$ cat config.mk
export PLATFORM = sky130hd
export DESIGN_NAME = scmp_opfetch
export DESIGN_NICKNAME = d
export VERILOG_FILES = /design/src/rtl/scmp_opfetch.sv
export SDC_FILE = /design/constraint.sdc
export NUM_CORES = 1
export LEC_CHECK = 0
export ABC_CLOCK_PERIOD_IN_PS = 2600
export BUFFER_PORTS_ARGS = -buffer_cell sky130_fd_sc_hd__buf_2
export CAP_MARGIN = 5
export CORE_MARGIN = 1
export CORE_UTILIZATION = 45
export DETAILED_ROUTE_END_ITERATION = 10
export GPL_ROUTABILITY_DRIVEN = 0
export PLACE_DENSITY = 0.82
export SETUP_SLACK_MARGIN = 0.05
export SLEW_MARGIN = 20
export SYNTH_ARGS = -nofsm -noshare
export SYNTH_HDL_FRONTEND = slang
export SYNTH_SLANG_ARGS = --single-unit
$ cat constraint.sdc
create_clock -name clk -period 2.6 [get_ports clk]
set_input_delay 0.13 -clock clk [delete_from_list [all_inputs] [get_ports clk]]
set_output_delay 0.13 -clock clk [all_outputs]
set_load 0.05 [all_outputs]
$ cat src/rtl/scmp_opfetch.sv
// SC/MP instruction fetch: pre-increments P0 within its 4K page, reads opcode and optional displacement.
// Optional bus watchdog enabled by defining SCMP_OPFETCH_TIMEOUT_EN.
module scmp_opfetch #(
    parameter int AW      = 16,
    parameter int TIMEOUT = 255
) (
    input  logic          clk,
    input  logic          rst_n,
    input  logic [AW-1:0] pc_in,
    input  logic          pc_load,
    input  logic          fetch_req,
    output logic [AW-1:0] bus_addr,
    output logic          bus_rd,
    input  logic          bus_ack,
    input  logic [7:0]    bus_din,
    output logic [7:0]    op,
    output logic [7:0]    disp,
    output logic          two_byte,
    output logic          op_valid,
    input  logic          op_taken,
    output logic [AW-1:0] pc_out,
    output logic          bus_err
);

    typedef enum logic [1:0] {IDLE, RD_OP, RD_DISP, HOLD} state_t;

    state_t        state;
    logic [AW-1:0] pc;
    logic [AW-1:0] pc_inc;
    logic          timeout;

    // Offset wraps inside the page; the page field is never carried into.
    assign pc_inc   = {pc[AW-1:12], pc[11:0] + 12'd1};
    assign pc_out   = pc;
    assign two_byte = op[7];

`ifdef SCMP_OPFETCH_TIMEOUT_EN
    localparam int CW = $clog2(TIMEOUT + 1);

    logic [CW-1:0] wait_cnt;

    assign timeout = bus_rd && !bus_ack && !pc_load && (wait_cnt == CW'(TIMEOUT - 1));

    // Counts consecutive unacknowledged read cycles; any ack or idle bus restarts it.
    always_ff @(posedge clk or negedge rst_n) begin
        if (!rst_n) begin
            wait_cnt <= '0;
            bus_err  <= 1'b0;
        end else begin
            bus_err <= 1'b0;
            if (pc_load || !bus_rd || bus_ack) begin
                wait_cnt <= '0;
            end else if (timeout) begin
                wait_cnt <= '0;
                bus_err  <= 1'b1;
            end else begin
                wait_cnt <= wait_cnt + 1'b1;
            end
        end
    end
`else
    assign timeout = 1'b0;
    assign bus_err = 1'b0;
`endif

    always_ff @(posedge clk or negedge rst_n) begin
        if (!rst_n) begin
            state    <= IDLE;
            pc       <= '0;
            bus_addr <= '0;
            bus_rd   <= 1'b0;
            op       <= 8'h00;
            disp     <= 8'h00;
            op_valid <= 1'b0;
        end else if (pc_load) begin
            // A load discards any in-flight read and any coincident request.
            pc       <= pc_in;
            bus_rd   <= 1'b0;
            op_valid <= 1'b0;
            state    <= IDLE;
        end else if (timeout) begin
            bus_rd <= 1'b0;
            state  <= IDLE;
        end else begin
            case (state)
                IDLE: begin
                    if (fetch_req) begin
                        pc       <= pc_inc;
                        bus_addr <= pc_inc;
                        bus_rd   <= 1'b1;
                        state    <= RD_OP;
                    end
                end
                RD_OP: begin
                    if (bus_ack) begin
                        op <= bus_din;
                        if (bus_din[7]) begin
                            pc       <= pc_inc;
                            bus_addr <= pc_inc;
                            state    <= RD_DISP;
                        end else begin
                            disp     <= 8'h00;
                            bus_rd   <= 1'b0;
                            op_valid <= 1'b1;
                            state    <= HOLD;
                        end
                    end
                end
                RD_DISP: begin
                    if (bus_ack) begin
                        disp     <= bus_din;
                        bus_rd   <= 1'b0;
                        op_valid <= 1'b1;
                        state    <= HOLD;
                    end
                end
                HOLD: begin
                    // Back-to-back fetch when the consumer takes and requests together.
                    if (op_taken) begin
                        op_valid <= 1'b0;
                        if (fetch_req) begin
                            pc       <= pc_inc;
                            bus_addr <= pc_inc;
                            bus_rd   <= 1'b1;
                            state    <= RD_OP;
                        end else begin
                            state <= IDLE;
                        end
                    end
                end
                default: state <= IDLE;
            endcase
        end
    end

endmodule

==> results.ini, run 1 <==
[global_route]
grt_pass1_vias = 1960
antenna_found_initial = 0
grt_usage_pct = 18.8
grt_max_degree = 46
grt_pass1_wl_microns = 9030
grt-ovfl-total = 0

[outcome]
status = complete, no violations

[clock_tree]
cts_buffer_depth = 2
postCtsSetupRepairBufs = 0
cts.clk_slew.worst_paths_ns = 0.09
cts_tree = yes
cts.sinks = 52
clockRootBuffer = clkbuf_8
h-tree-depth = 2
clk_latency_ns = 0.30
cts_buffers = 5

[layout]
final_nets = 358
utilization_pct = 56.5
instances_no_fill = 393
drive_gt1_share_pct = 36.4
antenna_cells = 0
area_growth_pct = 20.0

[placement]
hpwlAfterDp_microns = 3940
dp_cells = 384
port_buffers = 80

[timing]
max_freq_mhz = 459
worst_pin_slew_ns = 0.600
layout_min_cycle_time_ns = 2.18
finalSetupViolations = 0
relSlewSlack_pct = 60.0
fin_setup_tns_ns = 0
rsz0062_at_grt = false
drv_slew = 0
fin_worst_skew_ns = 0.00760
timing.final.crit_share_pct = 83.8
finalHoldViolCount = 0

[floorplan]
dieArea_sq_mm = 0.00611
die_y_microns = 78.2
fp.dieW_microns = 78.2
rows = 27
design.core.area_sq_mm = 0.00554
initial_utilization_pct = 47.1
pin_count = 82

[synthesis]
synth_edf_count = 0
synth_top_area_share_pct = 49.9
yosys-top-cells-area = dfrtp_1 50%, mux2_2 8.2%, ha_1 3.8%, nand2_1 3.5%, a21oi_1 3.3%
synth.most_common_cell = dfrtp_1
synth_seq_area_share_pct = 49.9
yosys.area.top_type = dfrtp_1
synth_ff_type = dfrtp_1
synth.avg_cell_area_sq_um = 10.7
synth-async-reset-ratio_pct = 100
synth_cell_type_count = 41
synth_common_cells = 52 x dfrtp_1, 24 x nand2_1, 19 x mux2_2, 19 x nor2_1, 17 x a21oi_1
yosys_register_bits = 52
synth_cells = 245
syn_area_sq_mm = 0.00261
yosysWarnings = 0
synth_nets = 283

[detailed_routing]
post_drt_wl_per_cell_microns = 13.8
vias = 2073
ant_nets = 0
vias_per_cell = 5.27
wl_microns = 5430
firstDrtPassIters = 4
drtIter0Drc = 158
drc = 0

[power]
peakVddDrop_v = 0.000712
p_per_area_mw_per_mm2 = 1430
leakagePower_uw = 0.00147

[setup_path]
end_kind = register
startpoint_type = register
cp_max_fo = 26
critical_path_class = reg2reg
crit_required_ns = 2.78
worstPathArrival_ns = 2.36

[hold_path]
min_path_type = in2reg

[job]
maxCapViolations = 0

==> layout by cell type (no fill, tap or decap), types with 2 or more instances in the layout <==
cell type / netlist / final
nand3_1: 3 / 3
nor3b_1: 2 / 2
clkbuf_8: 0 / 6
xnor2_1: 9 / 9
a211o_1: 5 / 5
buf_4: 7 / 5
buf_2: 2 / 80
mux2i_1: 2 / 2
nand2b_1: 2 / 2
dfrtp_1: 52 / 52
inv_1: 7 / 7
nand2_1: 24 / 24
nor3_1: 7 / 7
a21oi_1: 17 / 17
o31ai_1: 3 / 3
and4b_1: 3 / 3
mux2_2: 19 / 19
a211oi_1: 5 / 5
o2bb2ai_1: 5 / 5
a21oi_2: 2 / 2
ha_1: 8 / 8
o21ai_0: 13 / 13
a22oi_1: 3 / 3
nor2_1: 19 / 18
and3_1: 3 / 3
==> stage by stage <==
stage | power, uW | hold slack [ns] | setup WS, ns | area, sq um
2_1_floorplan | 3430 | -0.166 | 0.644 | 2610
4_1_cts | 4500 | 0.0559 | 0.244 | 3130
3_3_place_gp | 3960 | 0.173 | 0.348 | 3030
5_1_grt | 4730 | 0.0442 | 0.167 | 3130
3_5_place_dp | 4020 | 0.179 | 0.252 | 3030
6_report | 4480 | 0.0646 | 0.420 | 3130
==> cells by family (layout without fill, tap and decap cells) <==
kind of cell / after synthesis / in the layout / share of synthesized area, %
DFF: 52 / 52 / 49.9
buffers and inverters: 25 / 101 / 5.32
AOI/OAI and AO/OA: 58 / 58 / 15.5
muxes: 22 / 22 / 9.40
and+or+nand+nor: 70 / 70 / 12.9
adders and majority gates: 8 / 8 / 3.84
xor gates and xnor gates: 9 / 9 / 3.02
other: 1 / 1 / 0.144
==> worst paths after layout <==
check | start | slack, ns | endpoint | cells after the start
max reg2reg | state[0]$_DFFE_PN0P_ | 0.42 | bus_addr[1]$_DFFE_PN0P_ | 6
max in group asynchronous | rst_n | 1.48 | bus_addr[12]$_DFFE_PN0P_ | 3
min in group asynchronous | rst_n | 0.36 | bus_addr[9]$_DFFE_PN0P_ | 2
min reg2reg | disp[2]$_DFFE_PN0P_ | 0.48 | disp[2]$_DFFE_PN0P_ | 2
min | pc_in[13] | 0.06 | pc_out[13]$_DFFE_PN0P_ | 2
max | state[0]$_DFFE_PN0P_ | 0.42 | bus_addr[1]$_DFFE_PN0P_ | 6
==> power by group <==
group	internal, uW	leakage (uW)	switching (uW)
logic	715	0.000790	1890
clock network	217	0.0000445	253
registers	1150	0.000631	257
==> critical path, cell delays in order (launching register included) <==
cell       delay [ns]
dfrtp_1          0.41
inv_1            0.12
ha_1             0.25
or2_1            0.25
a2111oi_4        0.31
buf_4            0.34
mux2_2           0.38
==> layer usage <==
layer	vias up	routed length (microns)	global-route usage [%]
li1	1011	-	-
met1	987	2530	26.3
met2	68	2530	28.8
met3	7	302	4.07
met4	0	68	6.67
met5	-	0	0
==> cell type report <==
| type | instances | area (sq um) |
|---|---|---|
| inverters | 7 | 26.3 |
| well taps | 72 | 90.1 |
| clock buffers | 7 | 86.3 |
| flip-flops and latches | 52 | 1300 |
| multi-input cells | 168 | 1170 |
| clock inverters | 1 | 7.51 |
| fillers | 515 | 2410 |
| repair buffers | 86 | 448 |
==> repair_timing <==
action                                  4_1_cts  5_1_grt
gates resized for setup                       0        1
endpoints found under the hold margin        27        0
endpoints found under the setup margin        0        1
hold buffers                                  1        0
==> flip-flops by register name (all words and copies together) (netlist names) <==
register,flops
pc_out,16
op_valid,1
state,2
disp,8
bus_rd,1
op,8
bus_addr,16
No activity file was read; power rests on OpenSTA's default activity.
==> run 2, diff against run 1 <==
--- a/config.mk
+++ b/config.mk
@@ -5,14 +5,14 @@
 export SDC_FILE = /design/constraint.sdc
 export NUM_CORES = 1
 export LEC_CHECK = 0
-export ABC_CLOCK_PERIOD_IN_PS = 2600
+export ABC_CLOCK_PERIOD_IN_PS = 2000
 export BUFFER_PORTS_ARGS = -buffer_cell sky130_fd_sc_hd__buf_2
 export CAP_MARGIN = 5
 export CORE_MARGIN = 1
 export CORE_UTILIZATION = 45
 export DETAILED_ROUTE_END_ITERATION = 10
 export GPL_ROUTABILITY_DRIVEN = 0
-export PLACE_DENSITY = 0.82
+export PLACE_DENSITY = 0.85
 export SETUP_SLACK_MARGIN = 0.05
 export SLEW_MARGIN = 20
 export SYNTH_ARGS = -nofsm -noshare
==> constraint.sdc (replaced) <==
create_clock -name clk -period 2 [get_ports clk]
set_input_delay 0.1 -clock clk [delete_from_list [all_inputs] [get_ports clk]]
set_output_delay 0.1 -clock clk [all_outputs]
set_load 0.05 [all_outputs]
==> results.ini, run 2 (synthesized netlist as in run 1, its figures left out) <==
[global_route]
grt-ovfl-total = 0  ; unchanged
grt_max_degree = 39  ; -15%
antenna_found_initial = 0  ; unchanged
grt_pass1_vias = 2034  ; +3.8%
grt_usage_pct = 20.1  ; +1.3 points
grt_pass1_wl_microns = 9630  ; +6.6%

[layout]
antenna_cells = 0  ; unchanged
final_nets = 381  ; +6.4%
most-common-layout-cells = 80 x buf_2, 52 x dfrtp_1, 24 x nand2_1
layout_commonest_cell = buf_2
area_growth_pct = 31.7
drive_gt1_share_pct = 43.6  ; +7.2 points
instances_no_fill = 416  ; +5.9%
nFillCells = 480  ; -6.8%
stdcell_area_sq_mm = 0.00344  ; +9.7%

[detailed_routing]
ant_nets = 0  ; unchanged
vias = 2228  ; +7.5%
vias_per_cell = 5.36  ; +1.5%
drc = 0  ; unchanged
drtIter0Drc = 182  ; +15%
wl_microns = 6140  ; +13%
firstDrtPassIters = 4  ; unchanged
post_drt_wl_per_cell_microns = 14.8  ; +6.8%

[floorplan]
initial_utilization_pct = 47.1  ; unchanged
design.core.area_sq_mm = 0.00554  ; unchanged
pin_count = 82  ; unchanged
dieArea_sq_mm = 0.00611  ; unchanged
rows = 27  ; unchanged
die_y_microns = 78.2  ; unchanged
fp.dieW_microns = 78.2  ; unchanged

[clock_tree]
cts_buffer_depth = 2  ; unchanged
cts_tree = yes
clk_latency_ns = 0.30  ; about the same
cts.sinks = 52  ; unchanged
cts_buffers = 5  ; unchanged
clockRootBuffer = clkbuf_8
h-tree-depth = 2  ; unchanged
cts.clk_slew.worst_paths_ns = 0.09  ; about the same

[timing]
finalSetupViolations = 0  ; unchanged
timing.final.crit_share_pct = 96.7  ; +13 points
worst_pin_slew_ns = 0.617  ; +0.0178 ns
drv_slew = 0  ; unchanged
fin_worst_skew_ns = 0.0114  ; +0.00382 ns
relSlewSlack_pct = 58.8  ; -1.2 points
rsz0062_at_grt = true
setup_ws_ns = 0.0659  ; -0.354 ns
max_freq_mhz = 517  ; +13%
finalHoldViolCount = 0  ; unchanged
layout_min_cycle_time_ns = 1.93  ; -0.246 ns
timing.hold.ws_ns = 0.0312  ; -0.0334 ns

[setup_path]
startpoint_type = register
end_kind = register
crit_required_ns = 2.18  ; -0.60 ns
reg2reg_slack_ns = 0.07  ; -0.35 ns
cp.depth = 6  ; unchanged
worstPathArrival_ns = 2.12  ; -0.24 ns
slowest_stage = dfrtp_1
crit_family = flip-flops
r2r_start = state[1]$_DFFE_PN0P_
r2r_cells = 6  ; unchanged
critical_path_class = reg2reg
path_cells = buf_4, ha_4, or2_4, a2111oi_4, buf_6, mux2_4
worstReg2RegEnd = bus_addr[1]$_DFFE_PN0P_
max_stage_delay_ns = 0.43  ; +0.02 ns
cp_max_fo = 8  ; -69%
crit_buf_inv = 2  ; unchanged

[power]
p_clk_share_pct = 9.6  ; -0.9 points
power_frac_comb_pct = 61.9  ; +3.8 points
swShare_pct = 51.4  ; -2.1 points
power_uw = 6370  ; +42%
peakVddDrop_v = 0.000810  ; +14%
p_per_area_mw_per_mm2 = 1850  ; +30%
p_int_uw = 3090  ; +49%
p_seq_share_pct = 28.5  ; -2.9 points
p_switching_uw = 3280  ; +37%
leakagePower_uw = 0.00162  ; +11%

[outcome]
status = complete, no violations

[hold_path]
hold_path_end = pc_out[15]$_DFFE_PN0P_
min_path_type = in2reg
holdPathStages = 2  ; unchanged
worst_hold_startpoint = pc_in[15]

[placement]
dp_cells = 397  ; +3.4%
port_buffers = 80  ; unchanged
place_area_sq_mm = 0.00315  ; +4.1%
dp_worst_setup_slack_ns = -0.124  ; -0.377 ns
hpwlAfterDp_microns = 4240  ; +7.6%

[job]
maxCapViolations = 0  ; unchanged

run 2: worst max path at each step:
stage                         startpoint  slack [ns]                  endpoint
finish              state[1]$_DFFE_PN0P_        0.07   bus_addr[1]$_DFFE_PN0P_
detailed placement  state[1]$_DFFE_PN0P_       -0.12     pc_out[0]$_DFFE_PN0P_
floorplan           state[1]$_DFFE_PN0P_        0.06     pc_out[1]$_DFFE_PN0P_
CTS                 state[1]$_DFFE_PN0P_        0.01    pc_out[11]$_DFFE_PN0P_
global placement    state[0]$_DFFE_PN0P_       -0.07     pc_out[0]$_DFFE_PN0P_
global route        state[0]$_DFFE_PN0P_       -0.01  bus_addr[13]$_DFFE_PN0P_
run 2: cell type report:
type                            count  area [sq um]  share of cell area, %
Clock buffer                        7          86.3                   2.51
Timing Repair Buffer              108           674                   19.6
Clock inverter                      1          7.51                  0.218
Inverter                            7          26.3                  0.764
Tap cell                           72          90.1                   2.62
Sequential cell                    52          1300                   37.9
Multi-Input combinational cell    169          1250                   36.4
run 2: per-layer routing:
layer,global-route usage [%],wire [microns],vias to the layer above
met4,7.59,95,0
met5,0,0,-
met1,26.2,2650,1082
met2,33.8,3110,74
li1,-,-,1063
met3,3.02,291,9
run 2: worst register-to-register path, cell delays in order (launching register included):
cell and delay [ns]:
dfrtp_1 0.43, buf_4 0.17, ha_4 0.16, or2_4 0.23
a2111oi_4 0.28, buf_6 0.22, mux2_4 0.32
run 2: what timing repair did:
item / in CTS / in global routing
gates resized for setup: 3 / 23
pin swaps: 0 / 6
buffers inserted: 1 / 8
cloned: 0 / 2
hold endpoints to repair: 26 / 0
hold buffers: 1 / 0
endpoints found under the setup margin: 7 / 27
run 2: power groups by stage:
stage / Clock [uW] / Sequential, uW / Combinational (uW)
floorplan: 0 / 3260 / 1200
global placement: 0 / 1800 / 3500
detailed placement: 0 / 1830 / 3560
CTS: 630 / 1810 / 3600
global route: 662 / 1880 / 4190
finish: 610 / 1820 / 3940
run 2: per-stage QoR:
stage / TNS [ns] / util, %
floorplan: 0 / -
global placement: -0.125 / 56.8
detailed placement: -0.221 / 56.8
CTS: 0 / 59.0
global route: -0.0564 / 62.0
finish: 0 / 62.0
